`src/rtl/cpu_pkg.sv`:
```
// Shared CPU datapath constants.
//   XLEN           - default architectural register width
//   REG_ADDR_W     - default register address width
//   NUM_RD_DEFAULT - default number of register-file read ports
//   DEPTH          - register count implied by REG_ADDR_W
package cpu_pkg;
  localparam int XLEN           = 64;
  localparam int REG_ADDR_W     = 5;
  localparam int NUM_RD_DEFAULT = 2;
  localparam int DEPTH          = 1 << REG_ADDR_W;
endpackage

```
`src/rtl/register_file_mp_if.sv`:
```
// Bus between decode/writeback (master) and the register file (slave).
//   E                 - block enable; low freezes all state and outputs
//   rd_addr           - packed read addresses, port k at [k*ADDR_W +: ADDR_W]
//   rd_data           - packed registered read data, port k at [k*DATA_W +: DATA_W]
//   rd_pend           - registered pending flag per read port
//   wr_en/addr/data   - writeback strobe, register and value
//   rsv_en/addr       - decode reserves a destination register
//   any_pend          - registered OR of all pending bits
interface register_file_mp_if
  import cpu_pkg::*;
#(
  parameter int DATA_W = XLEN,
  parameter int ADDR_W = REG_ADDR_W,
  parameter int NUM_RD = NUM_RD_DEFAULT
) ();
  logic                     E;
  logic [NUM_RD*ADDR_W-1:0] rd_addr;
  logic [NUM_RD*DATA_W-1:0] rd_data;
  logic [NUM_RD-1:0]        rd_pend;
  logic                     wr_en;
  logic [ADDR_W-1:0]        wr_addr;
  logic [DATA_W-1:0]        wr_data;
  logic                     rsv_en;
  logic [ADDR_W-1:0]        rsv_addr;
  logic                     any_pend;

  modport master (
    output E, rd_addr, wr_en, wr_addr, wr_data, rsv_en, rsv_addr,
    input  rd_data, rd_pend, any_pend
  );

  modport slave (
    input  E, rd_addr, wr_en, wr_addr, wr_data, rsv_en, rsv_addr,
    output rd_data, rd_pend, any_pend
  );
endinterface

```
`src/rtl/reg_scoreboard.sv`:
```
// Per-register pending bits for the hazard unit.
//   clk, rst          - clock, synchronous active-high reset
//   en                - enable; low holds pending bits and outputs
//   wr_en, wr_addr    - writeback clears the pending bit of its register
//   rsv_en, rsv_addr  - reservation sets the pending bit of its register
//   rd_addr           - packed read addresses (one per port)
//   rd_pend           - registered post-edge pending bit per read port
//   any_pend          - registered OR of all post-edge pending bits
module reg_scoreboard
  import cpu_pkg::*;
#(
  parameter int ADDR_W   = REG_ADDR_W,
  parameter int NUM_RD   = NUM_RD_DEFAULT,
  parameter int ZERO_REG = 1
) (
  input  logic                     clk,
  input  logic                     rst,
  input  logic                     en,
  input  logic                     wr_en,
  input  logic [ADDR_W-1:0]        wr_addr,
  input  logic                     rsv_en,
  input  logic [ADDR_W-1:0]        rsv_addr,
  input  logic [NUM_RD*ADDR_W-1:0] rd_addr,
  output logic [NUM_RD-1:0]        rd_pend,
  output logic                     any_pend
);
  localparam int NUM_REGS = 1 << ADDR_W;

  logic [NUM_REGS-1:0] pend_q;
  logic [NUM_REGS-1:0] pend_nxt;
  logic [NUM_RD-1:0]   rd_pend_nxt;
  logic                wr_ok;
  logic                rsv_ok;

  assign wr_ok  = wr_en  && !((ZERO_REG != 0) && (wr_addr  == '0));
  assign rsv_ok = rsv_en && !((ZERO_REG != 0) && (rsv_addr == '0));

  // Reserve is applied after the clear so a same-edge write+reserve
  // leaves the register pending for the new producer.
  always_comb begin
    pend_nxt = pend_q;
    if (wr_ok)  pend_nxt[wr_addr]  = 1'b0;
    if (rsv_ok) pend_nxt[rsv_addr] = 1'b1;
  end

  // Lookups use the post-edge bits so same-edge write/reserve are visible.
  always_comb begin
    rd_pend_nxt = '0;
    for (int k = 0; k < NUM_RD; k++) begin
      if (!((ZERO_REG != 0) && (rd_addr[k*ADDR_W +: ADDR_W] == '0)))
        rd_pend_nxt[k] = pend_nxt[rd_addr[k*ADDR_W +: ADDR_W]];
    end
  end

  always_ff @(posedge clk) begin
    if (rst) begin
      pend_q   <= '0;
      rd_pend  <= '0;
      any_pend <= 1'b0;
    end else if (en) begin
      pend_q   <= pend_nxt;
      rd_pend  <= rd_pend_nxt;
      any_pend <= |pend_nxt;
    end
  end
endmodule

```
`src/rtl/register_file_mp.sv`:
```
// Multi-read-port register file with write-first bypass, optional hardwired
// zero register and a per-register pending scoreboard.
//   clk  - clock, all state changes on the rising edge
//   rst  - synchronous active-high reset; clears registers, pending bits and outputs
//   bus  - slave side of register_file_mp_if (read, writeback, reserve, status)
module register_file_mp
  import cpu_pkg::*;
#(
  parameter int DATA_W   = XLEN,
  parameter int ADDR_W   = REG_ADDR_W,
  parameter int NUM_RD   = NUM_RD_DEFAULT,
  parameter int ZERO_REG = 1
) (
  input  logic               clk,
  input  logic               rst,
  register_file_mp_if.slave  bus
);
  localparam int NUM_REGS = 1 << ADDR_W;

  logic [DATA_W-1:0]        regs [NUM_REGS];
  logic [DATA_W-1:0]        rd_nxt [NUM_RD];
  logic [NUM_RD*DATA_W-1:0] rd_data_p1;
  logic [NUM_RD-1:0]        rd_pend_p1;
  logic                     any_pend_p1;
  logic                     wr_ok;

  assign wr_ok = bus.wr_en && !((ZERO_REG != 0) && (bus.wr_addr == '0));

  always_ff @(posedge clk) begin
    if (rst) begin
      for (int i = 0; i < NUM_REGS; i++) regs[i] <= '0;
    end else if (bus.E && wr_ok) begin
      regs[bus.wr_addr] <= bus.wr_data;
    end
  end

  // Read muxes: zero register first, then write-first bypass, then array.
  for (genvar k = 0; k < NUM_RD; k++) begin : g_rd
    logic [ADDR_W-1:0] addr;
    assign addr = bus.rd_addr[k*ADDR_W +: ADDR_W];
    assign rd_nxt[k] = ((ZERO_REG != 0) && (addr == '0)) ? '0 :
                       (bus.wr_en && (bus.wr_addr == addr)) ? bus.wr_data :
                       regs[addr];
  end

  // Stage p1: registered read data
  always_ff @(posedge clk) begin
    if (rst) begin
      rd_data_p1 <= '0;
    end else if (bus.E) begin
      for (int k = 0; k < NUM_RD; k++) rd_data_p1[k*DATA_W +: DATA_W] <= rd_nxt[k];
    end
  end

  reg_scoreboard #(
    .ADDR_W   (ADDR_W),
    .NUM_RD   (NUM_RD),
    .ZERO_REG (ZERO_REG)
  ) u_scoreboard (
    .clk      (clk),
    .rst      (rst),
    .en       (bus.E),
    .wr_en    (bus.wr_en),
    .wr_addr  (bus.wr_addr),
    .rsv_en   (bus.rsv_en),
    .rsv_addr (bus.rsv_addr),
    .rd_addr  (bus.rd_addr),
    .rd_pend  (rd_pend_p1),
    .any_pend (any_pend_p1)
  );

  assign bus.rd_data  = rd_data_p1;
  assign bus.rd_pend  = rd_pend_p1;
  assign bus.any_pend = any_pend_p1;
endmodule

```
`src/flat_wrapper.sv`:
```
// flat-port wrapper written by rule: the top's interface ports become plain ports
module register_file_mp_flat import cpu_pkg::*;
#(
  parameter int DATA_W   = XLEN,
  parameter int ADDR_W   = REG_ADDR_W,
  parameter int NUM_RD   = NUM_RD_DEFAULT,
  parameter int ZERO_REG = 1
)
  (clk, rst, bus_E, bus_rd_addr, bus_wr_en, bus_wr_addr, bus_wr_data, bus_rsv_en, bus_rsv_addr, bus_rd_data, bus_rd_pend, bus_any_pend);
  register_file_mp_if #(.DATA_W(DATA_W), .ADDR_W(ADDR_W), .NUM_RD(NUM_RD)) bus_i ();
  input  logic clk;
  input  logic rst;
  input wire logic [$bits(bus_i.E)-1:0] bus_E;
  input wire logic [$bits(bus_i.rd_addr)-1:0] bus_rd_addr;
  input wire logic [$bits(bus_i.wr_en)-1:0] bus_wr_en;
  input wire logic [$bits(bus_i.wr_addr)-1:0] bus_wr_addr;
  input wire logic [$bits(bus_i.wr_data)-1:0] bus_wr_data;
  input wire logic [$bits(bus_i.rsv_en)-1:0] bus_rsv_en;
  input wire logic [$bits(bus_i.rsv_addr)-1:0] bus_rsv_addr;
  output wire logic [$bits(bus_i.rd_data)-1:0] bus_rd_data;
  output wire logic [$bits(bus_i.rd_pend)-1:0] bus_rd_pend;
  output wire logic [$bits(bus_i.any_pend)-1:0] bus_any_pend;
  assign bus_i.E = bus_E;
  assign bus_i.rd_addr = bus_rd_addr;
  assign bus_i.wr_en = bus_wr_en;
  assign bus_i.wr_addr = bus_wr_addr;
  assign bus_i.wr_data = bus_wr_data;
  assign bus_i.rsv_en = bus_rsv_en;
  assign bus_i.rsv_addr = bus_rsv_addr;
  assign bus_rd_data = bus_i.rd_data;
  assign bus_rd_pend = bus_i.rd_pend;
  assign bus_any_pend = bus_i.any_pend;
  register_file_mp #(.DATA_W(DATA_W), .ADDR_W(ADDR_W), .NUM_RD(NUM_RD), .ZERO_REG(ZERO_REG)) u_core (.clk(clk), .rst(rst), .bus(bus_i));
endmodule
```
`config.mk`:
```
export PLATFORM = sky130hd
export DESIGN_NAME = register_file_mp_flat
export DESIGN_NICKNAME = d
export VERILOG_FILES = /design/src/rtl/cpu_pkg.sv /design/src/rtl/register_file_mp_if.sv /design/src/rtl/reg_scoreboard.sv /design/src/rtl/register_file_mp.sv /design/src/flat_wrapper.sv
export SDC_FILE = /design/constraint.sdc
export NUM_CORES = 2
export LEC_CHECK = 0
export BUFFER_PORTS_ARGS = -buffer_cell sky130_fd_sc_hd__buf_2
export CORE_MARGIN = 5
export CORE_UTILIZATION = 40
export CTS_CLUSTER_DIAMETER = 50
export CTS_CLUSTER_SIZE = 20
export DETAILED_ROUTE_END_ITERATION = 6
export GPL_TIMING_DRIVEN = 0
export PLACE_DENSITY = 0.54
export SYNTH_ARGS = -nofsm -noshare
export SYNTH_HDL_FRONTEND = slang
export SYNTH_SLANG_ARGS = --single-unit
```
`constraint.sdc`:
```
create_clock -name clk -period 3.96 [get_ports clk]
set_input_delay 0.396 -clock clk [delete_from_list [all_inputs] [get_ports clk]]
set_output_delay 0.396 -clock clk [all_outputs]
set_load 0.05 [all_outputs]
```
==> results.md <==
- CTS buffer count: 310
- Relative slew slack: -14.0%
- Crit Path Max Fanout: 10
- Tcrit/Tclk final: 107%
- FF+latch count, synth: 2211
- Cell breakdown of the critical path: buf_2 -> nand2b_1 -> clkbuf_2 -> buf_16 -> clkbuf_2 -> o21ai_0 -> a21oi_1 -> nor2_1 -> o211ai_1 -> o21ai_0 -> o21ai_1
- Row count: 197
- Die height: 548 µm
- DRC Markers: 0
- Clock slew at reported path FFs: 60 ps
- Startpoint types: input port
- Sequential Area: 0.0648 mm²
- Buffers on Ports: 204
- GR Overflow Total: 0
- Hold_ws: 79.8 ps
- Vias in the first global route: 81769
- Area of the multi-input gates: 0.0478 mm²
- Endpoints failing setup: 6
- Synthesized area: 0.116 mm²
- RD Place Congestion: 0.907
- Slowest Stage Delay on Critical Path: 730 ps
- Global-route wire length before repair: 690 mm
- Vias per cell: 6.41
- Die area: 0.301 mm²
- Most frequent cell after synthesis: edfxtp_1
- Sink Count: 2211
- Sequential share of the synthesized area: 55.9%
- Kind of critical path: input port to flop
- Iteration count of the initial detailed-routing pass: 6
- RSZ-0062 raised after global routing: false
- Fmax: 0.236 GHz
- WL per Instance: 39.6 µm
- Antenna violations before repair: 90
- Initial Util: 40.2%
- Post-synth EDFFs: 2048
- GR Util All Layers: 33.5%
- Largest area contributor in the netlist: edfxtp_1
- Setup bufs post-CTS: 0
- Core Footprint: 0.288 mm²
- Share of the synthesized area in the top cell type: 53.1%
- Share of cells above drive strength 1: 23.5%
- Clk Latency, worst-skew pair: 970 ps
- NumNets Final: 9000
- Remaining antenna violation count after routing: 0
- DRT iter0 DRCs: 13018
- Avg Cell Area, Syn: 14.2 µm²
- Max Transition Viols Final: 55
- H-tree Lvls: 5
- Final Hold Violating Endpoints: 0
- Status: finished with violations
- Slowest cell on the critical path: nand2b_1
- Largest net degree at the start of global routing: 42
- CTS tree: yes
- Crit path capture type: flop
- Leak Pwr: 47.8 nW
- Prevailing post-synth register cell: edfxtp_1
- Die Wd: 548 µm
- Total Wirelength: 517 mm
- Power per standard cell area: 478 mW/mm²
- Maxcap violations: 5
- Place WS: -1290 ps
- Clock Path Buffers: 4
- Post-route setup slack: -280 ps
- Dpl hpwl: 383 mm
- Post-synthesis cell count: 8172
- Worst slew pin tran: 1710 ps
- Post-synth ARST share: 0%
- Filler cells: 25529
- Minimum clock period: 4240 ps
- Commonest cells in the netlist: edfxtp_1, and2_1, mux4_2
- Worst EP required: 4800 ps
- Syn-to-layout area delta: 17.5%
- Clock skew: 41.7 ps
- Synth Warn #: 0
- Worst min path class: input port to flop
- Failing checks: max-capacitance violations, max-slew violations, negative setup slack
- VDD IR-drop max: 0.000317 V
- Synth cell types: 64
- Clk root buf: clkbuf_16
- Top cells by area, synth: edfxtp_1, mux4_2, and2_1
- Vias: 83656
- Boundary pin count: 220
- Critical path arrival: 5080 ps
## placed cells by master, fill, tap and decap left out, drive strengths merged, types with 122 or more instances in the layout
master | netlist | layout
nand2 | 248 | 248
a22oi | 182 | 182
buf | 196 | 491
edfxtp | 2048 | 2048
mux4 | 917 | 917
and2 | 1987 | 1987
a221oi | 123 | 123
o21ai | 461 | 461
dfxtp | 163 | 163
clkbuf | 684 | 1022
nor2 | 192 | 192
a21oi | 141 | 141
mux2 | 122 | 122
mux2i | 371 | 371
## registers in the layout (all words and copies together), names as in the netlist
signal	count
u_core.bus.rd_data	128
u_core.regs	2048
u_core.u_scoreboard.any_pend	1
u_core.u_scoreboard.pend_q	32
u_core.u_scoreboard.rd_pend	2
## stage by stage
stage / util [%] / power (mW) / area (µm²) / TNS (ps) / instances
2_1_floorplan: - / 32.2 / 116000 / 0 / 8235
3_3_place_gp: 42.3 / 35.5 / 122000 / -5116700 / 12220
3_5_place_dp: 43.1 / 35.8 / 124000 / -151100 / 12315
4_1_cts: 47.1 / 64.9 / 136000 / 0 / 12955
5_1_grt: 47.2 / 66.4 / 136000 / 0 / 12997
6_report: 47.2 / 65.1 / 136000 / -926 / 13051
## cells by family (layout without fill, tap and decap cells)
group,after synthesis,after routing,share of synthesized area [%]
XOR/XNOR,10,10,0.0756
multiplexers,1410,1410,22.2
buffers and inverters,888,1826,3.14
AO/OA/AOI/OAI,1042,1042,5.61
other,1,161,0.00324
AND/OR/NAND/NOR,2610,2610,13.1
flip-flops,2211,2211,55.9
## critical path, delay by kind of cell
kind	cells	cell delay [ps]
buffers and inverters	4	2100
AOI/OAI and AO/OA	5	1710
and+or+nand+nor	2	800
## path summary, 6_finish.rpt
kind	start	to	slack [ps]	cells past startpoint
worst max register to register	u_core.regs[19][30]	u_core.bus.rd_data[94]	1360	7
worst min register to register	u_core.bus.rd_data[6]	u_core.bus.rd_data[6]	450	2
worst max-delay path	bus_rd_addr[7]	u_core.bus.rd_data[96]	-280	11
worst min-delay path	bus_rsv_addr[4]	u_core.u_scoreboard.pend_q[19]	80	4
## layout make-up
type / instances / share of cell area (%)
Multi-Input combinational cell: 5136 / 35.1
Inverter: 8 / 0.0220
Buffer: 877 / 2.74
Clock inverter: 235 / 2.08
Antenna cell: 97 / 0.178
Tap cell: 3781 / 3.47
Sequential cell: 2211 / 47.6
Timing Repair Buffer: 367 / 2.96
Clock buffer: 339 / 5.88
## per-layer routing
layer | global-route usage, % | vias up | share of wire (%)
met5 | 0 | - | 0.040
met1 | 42.6 | 43398 | 37
met3 | 10.6 | 1281 | 12
met2 | 50.5 | 6107 | 45
met4 | 19.8 | 28 | 6.5
li1 | - | 32842 | -
## where the power goes
part,switching [mW],internal (mW),total [mW]
clock network,12.5,17.0,29.5
registers,0.673,26.8,27.5
logic,5.30,2.89,8.18
total,18.5,46.7,65.1
## what timing repair did
action | in CTS | in global routing
pin swaps | 0 | 0
gates resized for setup | 5 | 7
hold buffers | 68 | 0
endpoints found under the setup margin | 13 | 4
hold endpoints to repair | 189 | 0
Note: power is estimated with default switching activity, not from simulation.
